`config.mk`:
```
export PLATFORM = sky130hd
export DESIGN_NAME = alu_issue_stage
export DESIGN_NICKNAME = d
export VERILOG_FILES = /design/src/rtl/alu_issue_stage.sv
export SDC_FILE = /design/constraint.sdc
export NUM_CORES = 1
export LEC_CHECK = 0
export CAP_MARGIN = 20
export CORE_AREA = 5 5 219 115
export CTS_BUF_LIST = sky130_fd_sc_hd__clkbuf_4 sky130_fd_sc_hd__clkbuf_8 sky130_fd_sc_hd__clkbuf_16
export CTS_CLUSTER_DIAMETER = 200
export DETAILED_ROUTE_END_ITERATION = 10
export DIE_AREA = 0 0 224 120
export PLACE_DENSITY = 0.75
export SYNTH_ARGS = -nofsm -noshare
export SYNTH_HDL_FRONTEND = slang
export SYNTH_SLANG_ARGS = --single-unit
```
`constraint.sdc`:
```
create_clock -name clk -period 10.4 [get_ports clk]
set_input_delay 2.08 -clock clk [delete_from_list [all_inputs] [get_ports clk]]
set_output_delay 2.08 -clock clk [all_outputs]
set_load 0.01 [all_outputs]
```
`src/rtl/alu_issue_stage.sv`:
```
// ALU issue stage: resolves operands with EX/WB forwarding and buffers up to two ops.
// The optional stall_cnt port is enabled with `define ALU_ISSUE_STALL_CNT_EN.
module alu_issue_stage #(
    parameter int N    = 32,
    parameter int RIDX = 5
) (
`ifdef ALU_ISSUE_STALL_CNT_EN
    output logic [31:0]     stall_cnt,
`endif
    input  logic            clk,
    input  logic            rst,
    input  logic            in_valid,
    output logic            in_ready,
    input  logic [RIDX-1:0] in_rs1,
    input  logic [RIDX-1:0] in_rs2,
    input  logic [N-1:0]    in_rs1_data,
    input  logic [N-1:0]    in_rs2_data,
    input  logic [N-1:0]    in_pc,
    input  logic [N-1:0]    in_imm,
    input  logic            in_a_sel,
    input  logic            in_b_sel,
    input  logic [3:0]      in_ctrl,
    input  logic            in_cin,
    input  logic            fwd_ex_en,
    input  logic [RIDX-1:0] fwd_ex_rd,
    input  logic [N-1:0]    fwd_ex_data,
    input  logic            fwd_wb_en,
    input  logic [RIDX-1:0] fwd_wb_rd,
    input  logic [N-1:0]    fwd_wb_data,
    input  logic            flush,
    output logic            out_valid,
    input  logic            out_ready,
    output logic [N-1:0]    A,
    output logic [N-1:0]    B,
    output logic [3:0]      Ctrl,
    output logic            Cin
);

    typedef enum logic [1:0] {EMPTY, ONE, FULL} state_t;

    state_t          state;
    logic            in_xfer;
    logic            out_xfer;
    logic [N-1:0]    cap_a;
    logic [N-1:0]    cap_b;
    logic            cap_cin;
    logic [N-1:0]    skid_a;
    logic [N-1:0]    skid_b;
    logic [3:0]      skid_ctrl;
    logic            skid_cin;

    // EX wins over WB; x0 is hardwired and never takes a forwarded value.
    function automatic logic [N-1:0] resolve(
        input logic [RIDX-1:0] idx,
        input logic [N-1:0]    rf_data,
        input logic            ex_en,
        input logic [RIDX-1:0] ex_rd,
        input logic [N-1:0]    ex_data,
        input logic            wb_en,
        input logic [RIDX-1:0] wb_rd,
        input logic [N-1:0]    wb_data
    );
        if (idx != '0 && ex_en && ex_rd == idx)
            return ex_data;
        else if (idx != '0 && wb_en && wb_rd == idx)
            return wb_data;
        else
            return rf_data;
    endfunction

    assign in_xfer  = in_valid && in_ready;
    assign out_xfer = out_valid && out_ready;

    always_comb begin
        cap_a   = in_a_sel ? in_pc
                           : resolve(in_rs1, in_rs1_data, fwd_ex_en, fwd_ex_rd, fwd_ex_data,
                                     fwd_wb_en, fwd_wb_rd, fwd_wb_data);
        cap_b   = in_b_sel ? in_imm
                           : resolve(in_rs2, in_rs2_data, fwd_ex_en, fwd_ex_rd, fwd_ex_data,
                                     fwd_wb_en, fwd_wb_rd, fwd_wb_data);
        cap_cin = (in_ctrl == 4'b0000) ? in_cin : 1'b0;
    end

    // Control and output register: state tracks the number of buffered ops.
    always_ff @(posedge clk or posedge rst) begin
        if (rst) begin
            state     <= EMPTY;
            out_valid <= 1'b0;
            in_ready  <= 1'b1;
            A         <= '0;
            B         <= '0;
            Ctrl      <= 4'b0000;
            Cin       <= 1'b0;
        end else if (flush) begin
            state     <= EMPTY;
            out_valid <= 1'b0;
            in_ready  <= 1'b1;
        end else begin
            case (state)
                EMPTY: begin
                    if (in_xfer) begin
                        A         <= cap_a;
                        B         <= cap_b;
                        Ctrl      <= in_ctrl;
                        Cin       <= cap_cin;
                        out_valid <= 1'b1;
                        state     <= ONE;
                    end
                end
                ONE: begin
                    if (in_xfer && out_xfer) begin
                        A    <= cap_a;
                        B    <= cap_b;
                        Ctrl <= in_ctrl;
                        Cin  <= cap_cin;
                    end else if (in_xfer) begin
                        state    <= FULL;
                        in_ready <= 1'b0;
                    end else if (out_xfer) begin
                        out_valid <= 1'b0;
                        state     <= EMPTY;
                    end
                end
                FULL: begin
                    if (out_xfer) begin
                        A        <= skid_a;
                        B        <= skid_b;
                        Ctrl     <= skid_ctrl;
                        Cin      <= skid_cin;
                        state    <= ONE;
                        in_ready <= 1'b1;
                    end
                end
                default: begin
                    state     <= EMPTY;
                    out_valid <= 1'b0;
                    in_ready  <= 1'b1;
                end
            endcase
        end
    end

    // Skid data needs no reset: it is only read once the FULL state has loaded it.
    always_ff @(posedge clk) begin
        if (!flush && state == ONE && in_xfer && !out_xfer) begin
            skid_a    <= cap_a;
            skid_b    <= cap_b;
            skid_ctrl <= in_ctrl;
            skid_cin  <= cap_cin;
        end
    end

`ifdef ALU_ISSUE_STALL_CNT_EN
    always_ff @(posedge clk or posedge rst) begin
        if (rst)
            stall_cnt <= '0;
        else if (out_valid && !out_ready)
            stall_cnt <= stall_cnt + 32'd1;
    end
`endif

endmodule

```
# Word-level counts from Yosys, hierarchy flattened
# Index checks and enable logic that the tools add are counted.
# classes
eq_ne	18
n_mux	41
bitwise	1
n_reduce_logical	25
# ops
operator	n
$mux 32	12
$pmux 32 s3	2
$eq 5x5->1	4
$ne 3x3->1 const B	6
$logic_and 1x1->1	14
$mux 1	13
$mux 2	6
$mux 4	3
$pmux 4 s3	1
$ne 2x2->1 const B	5
$reduce_and 5->1	2
$reduce_bool 5->1	2
$pmux 1 s3	3
$reduce_and 4->1	2
$pmux 2 s3	1
$logic_not 4->1	1
$ne 4x4->1 const B	1
$reduce_bool 3->1	1
$eq 2x1->1 const B	1
$eq 2x2->1 const B	1
$logic_not 1->1	2
$logic_not 2->1	1
$not 1->1	1
# word_totals
reg_bits	142
input_bits	226
output_inout_bits	71
elab_cells	96

# Longest topological paths before layout
# depth
ltp_word	8
mapped_depth	8
ltp_nobuf	5

# Worst setup path after synthesis
# OpenSTA, ideal clock, no wires.
# synth_timing
kind	in2reg
start	in flush
end	reg skid_a[0] (enable)
arrival_time_ns	8.838
setup_slack_ns	0.888
cell_stages	1
n_path_buf	0
cell_sequence	nor4_1
# synth_between
elab_chain_len	4
# synth_lines
item	line_no	text
from (decl)	30	input logic flush,
$logic_not 1->1	145	if (!flush && state == ONE && in_xfer && !out_xfer) begin
$logic_and 1x1->1 (3 in series)	145	
to (signal assigned)	146	skid_a <= cap_a;
to (decl)	47	logic [N-1:0] skid_a;
# No other way between the ends.
# A chain may end at the register's enable or synchronous reset.

# Final worst setup path
# layout_timing
start	in in_rs2[0]
end	reg skid_b[23], data pin
# layout_between
elab_chain_len	6
# layout_lines
item	line_no	text
from (decl)	15	input logic [RIDX-1:0] in_rs2,
$reduce_bool 5->1	63, 65	
$logic_and 1x1->1 (2 in series)	65	else if (idx != '0 && wb_en && wb_rd == idx)
$mux 32	65	
$mux 32 *	63	if (idx != '0 && ex_en && ex_rd == idx)
$mux 32 *	78	cap_b = in_b_sel ? in_imm
via cap_b[23]	45	logic [N-1:0] cap_b;
to (signal assigned)	147	skid_b <= cap_b;
to (decl)	48	logic [N-1:0] skid_b;
# Mark *: on every way through the listed nets, which the timed path passes. The rest lies on a longest branch.

==> results_dict.tcl <==
set metrics [dict create \
    synth_compound_area_share_pct 23.7 \
    final-max-slew-violation-count 0 \
    synth_xor_xnor_area_share_pct 1.62 \
    yosysUniqueCellTypes 47 \
    synth-seq-area-share_pct 40.1 \
    synthMuxAreaShare_pct 6.69 \
    worstSetupPathType "in -> reg" \
    grt_pass1_wl_mm 62.5 \
    die_x_um 224 \
    synthSimpleGateAreaFrac_pct 19.5 \
    synth_top_family_by_area "compound AO/OA/AOI/OAI gates" \
    grt_max_degree 71 \
    die_h_um 120 \
    cts_hold_buf 0 \
    ctsRootBufferMaster "clkbuf_16" \
    fin_worst_skew_ns 0.0126 \
    path_delay_family "simple AND/OR/NAND/NOR gates" \
    ys_top_cells_by_area "edfxtp_1, dfrtp_1, a41oi_2, mux2i_1, a311o_1" \
    cts_tree "done" \
    routed_via_density 6.42 \
    stdcell_count 1470 \
    start_util_pct 41.8 \
    core_um2 23300 \
    hpwl_mm 30.0 \
    portBuffers 296 \
    critPathMaxFanout 33 \
    grt_overflow 0 \
    synth_edf_count 69 \
    crit_path_start_kind "primary input" \
    clk_latency_ns 0.43 \
    min_path_type "reg -> reg" \
    drc 0 \
    grt_antenna_before_repair 8 \
    async_flop_share_pct 51.4 \
    synthesis.nets 1136 \
    slowest_delay_ns 0.89 \
    area_growth_pct 34.1 \
    finalCritPeriodShare_pct 50.5 \
    synth_flop_cell "dfrtp_1" \
    design_area_um2 13000 \
    vias 9436 \
    place_inst 1437 \
    comb_power_share_pct 39.1 \
    synth_top_area_share_pct 21.3 \
    leakage_nw 4.25 \
    mostFrequentLayoutCell "clkdlybuf4s50_1" \
    routabilityCongestion 0.949 \
    setup_tns_ns 0 \
    powerDensity_nw_per_um2 181 \
    syn-mean-instance-area_um2 10.7 \
    critPathRequiredTime_ns 10.57 \
    crit_chain "clkdlybuf4s50_1, or4_4, o211ai_4, or2_1, buf_4, a311o_1, nand2_1" \
    cts_buffers 17 \
    antenna_left 0 \
    routed_wl_mm 42.6 \
    slowest_stage "o211ai_4" \
    p_switching_mw 0.803 \
    end_kind "flop" \
    mostFrequentLayoutCells "clkdlybuf4s50_1, nand2_1, dfrtp_1" \
    clockPowerShare_pct 26.2 \
    wl_per_cell_um 29.0 \
    cap_violations 0 \
    clock.fmax_mhz 191 \
    drive_above_1_share_pct 12.1 \
    netlist_instances 910 \
    cts.clk_slew.worst_paths_ns 0.06 \
    period_minus_slack_ns 5.25 \
    synth_warnings 0 \
    final_nets 1367 \
    worst_pin_slew_ns 1.17 \
    yosys.area_share.adder_pct 0 \
    status "finished, final reports clean" \
    rsz0062_at_grt "false" \
    internal_power_mw 1.56 \
    ios 297 \
    cts_resized 0 \
    die-area_um2 26900 \
    setup_viol 0 \
    power_frac_seq_pct 34.7 \
    ys_ff_latch 142 \
    critPathArrivalTime_ns 5.42 \
    firstDrtPassIters 8 \
    cts_setup_buffers 0 \
    placed_area_um2 12500 \
    grt_pass1_vias 9200 \
    cts_num_sinks 142 \
    grt_usage_pct 30.8 \
    h-tree-depth 4 \
    path_buf_inv 2 \
    drtIter0Drc 1256 \
    fp-row-count 40 \
    finalHoldViolations 0 \
    max-slew-margin-rel_pct 21.5 \
    sw_frac_of_total_pct 34.0 \
    power.total_mw 2.37 \
    netlist.top_cell.by_area "edfxtp_1" \
    clockBufferDepth 2 \
    vdd_drop_max_uv 135 \
    synth_area_um2 9730 \
]
-- worst reg2reg max path, cell delays in order (launching register included) --
cell and delay [ns]:
dfrtp_1 0.55, nor2b_4 0.83, buf_4 0.59, or2b_2 0.38, mux2i_1 0.22, a41oi_2 0.06
-- stage by stage --
step           utilization (%)  setup WS, ns  hold WS [ns]
4_1_cts                   56.0          5.29         0.528
3_5_place_dp              53.5          4.85         0.521
5_1_grt                   56.0          5.12         0.565
3_3_place_gp              53.5          4.91         0.509
2_1_floorplan                -         0.888         0.503
6_report                  56.1          5.15         0.524
-- power groups by stage --
stage	Clock, mW	Combinational (mW)	Sequential (mW)
6_report	0.620	0.924	0.821
5_1_grt	0.652	0.979	0.835
4_1_cts	0.629	0.920	0.819
3_5_place_dp	0	0.913	0.827
3_3_place_gp	0	0.905	0.827
2_1_floorplan	0	0.377	0.864
-- synth_stat cells, types with 2 or more instances --
cell type,count
nand4_1,68
nor2_1,7
or4_4,2
and4_1,2
clkbuf_4,3
buf_2,15
or2b_1,12
nand2_1,144
buf_6,18
a31oi_1,5
xnor2_1,18
o31ai_1,64
or2b_2,9
a311o_1,64
clkbuf_1,37
edfxtp_1,69
a21bo_2,2
dfrtp_1,72
or2_1,2
o21bai_1,2
nor4_1,3
nand2b_1,44
dlygate4sd1_1,8
nand3b_1,2
clkbuf_8,15
nor3_1,66
o211ai_4,2
dlymetal6s2s_1,4
mux2i_1,65
dlygate4sd3_1,3
a41oi_1,4
a21oi_1,4
nor2b_1,2
a41oi_2,60
-- final timing paths --
kind | startpoint | to | slack (ns) | cells after the start
hold reg to reg | skid_ctrl[0]$_DFFE_PP_ | Ctrl[0]$_DFFE_PP0P_ | 0.52 | 2
hold / removal | skid_ctrl[0]$_DFFE_PP_ | Ctrl[0]$_DFFE_PP0P_ | 0.52 | 2
setup reg to reg | state[1]$_DFFE_PP0P_ | B[25]$_DFFE_PP0P_ | 7.61 | 5
min in group asynchronous | rst | out_valid$_DFFE_PP0P_ | 2.09 | 2
setup / recovery | in_rs2[0] | skid_b[23]$_DFFE_PP_ | 5.15 | 7
max in group asynchronous | rst | A[25]$_DFFE_PP0P_ | 7.24 | 3
-- flip-flops by register name, summed over array words and instances, names as in the netlist --
signal	cells
skid_cin	1
skid_a	32
B	32
skid_ctrl	4
A	32
in_ready	1
skid_b	32
out_valid	1
Cin	1
state	2
Ctrl	4
-- cell type report --
class | instances | area, µm²
multi-input cells | 662 | 5050
fillers | 2039 | 10200
diodes | 1 | 2.50
well taps | 315 | 394
repair buffers | 316 | 3100
clock inverters | 10 | 115
inverters | 2 | 8.76
clock buffers | 22 | 475
flip-flops and latches | 142 | 3900
-- routing by layer --
layer / track usage (%) / part of all wire [%]
met1: 45.1 / 44
met2: 41.0 / 39
met4: 5.97 / 1.9
met5: 0 / 0.22
met3: 14.6 / 15
-- cells by family (layout without fill, tap and decap cells) --
kind of cell	Yosys count	in the layout
simple gates	367	367
xor+xnor	18	18
buf+inv	106	350
other cells	0	1
mux	65	65
flops	142	142
compound gates	212	212
Note: power is estimated with default switching activity, not from simulation.
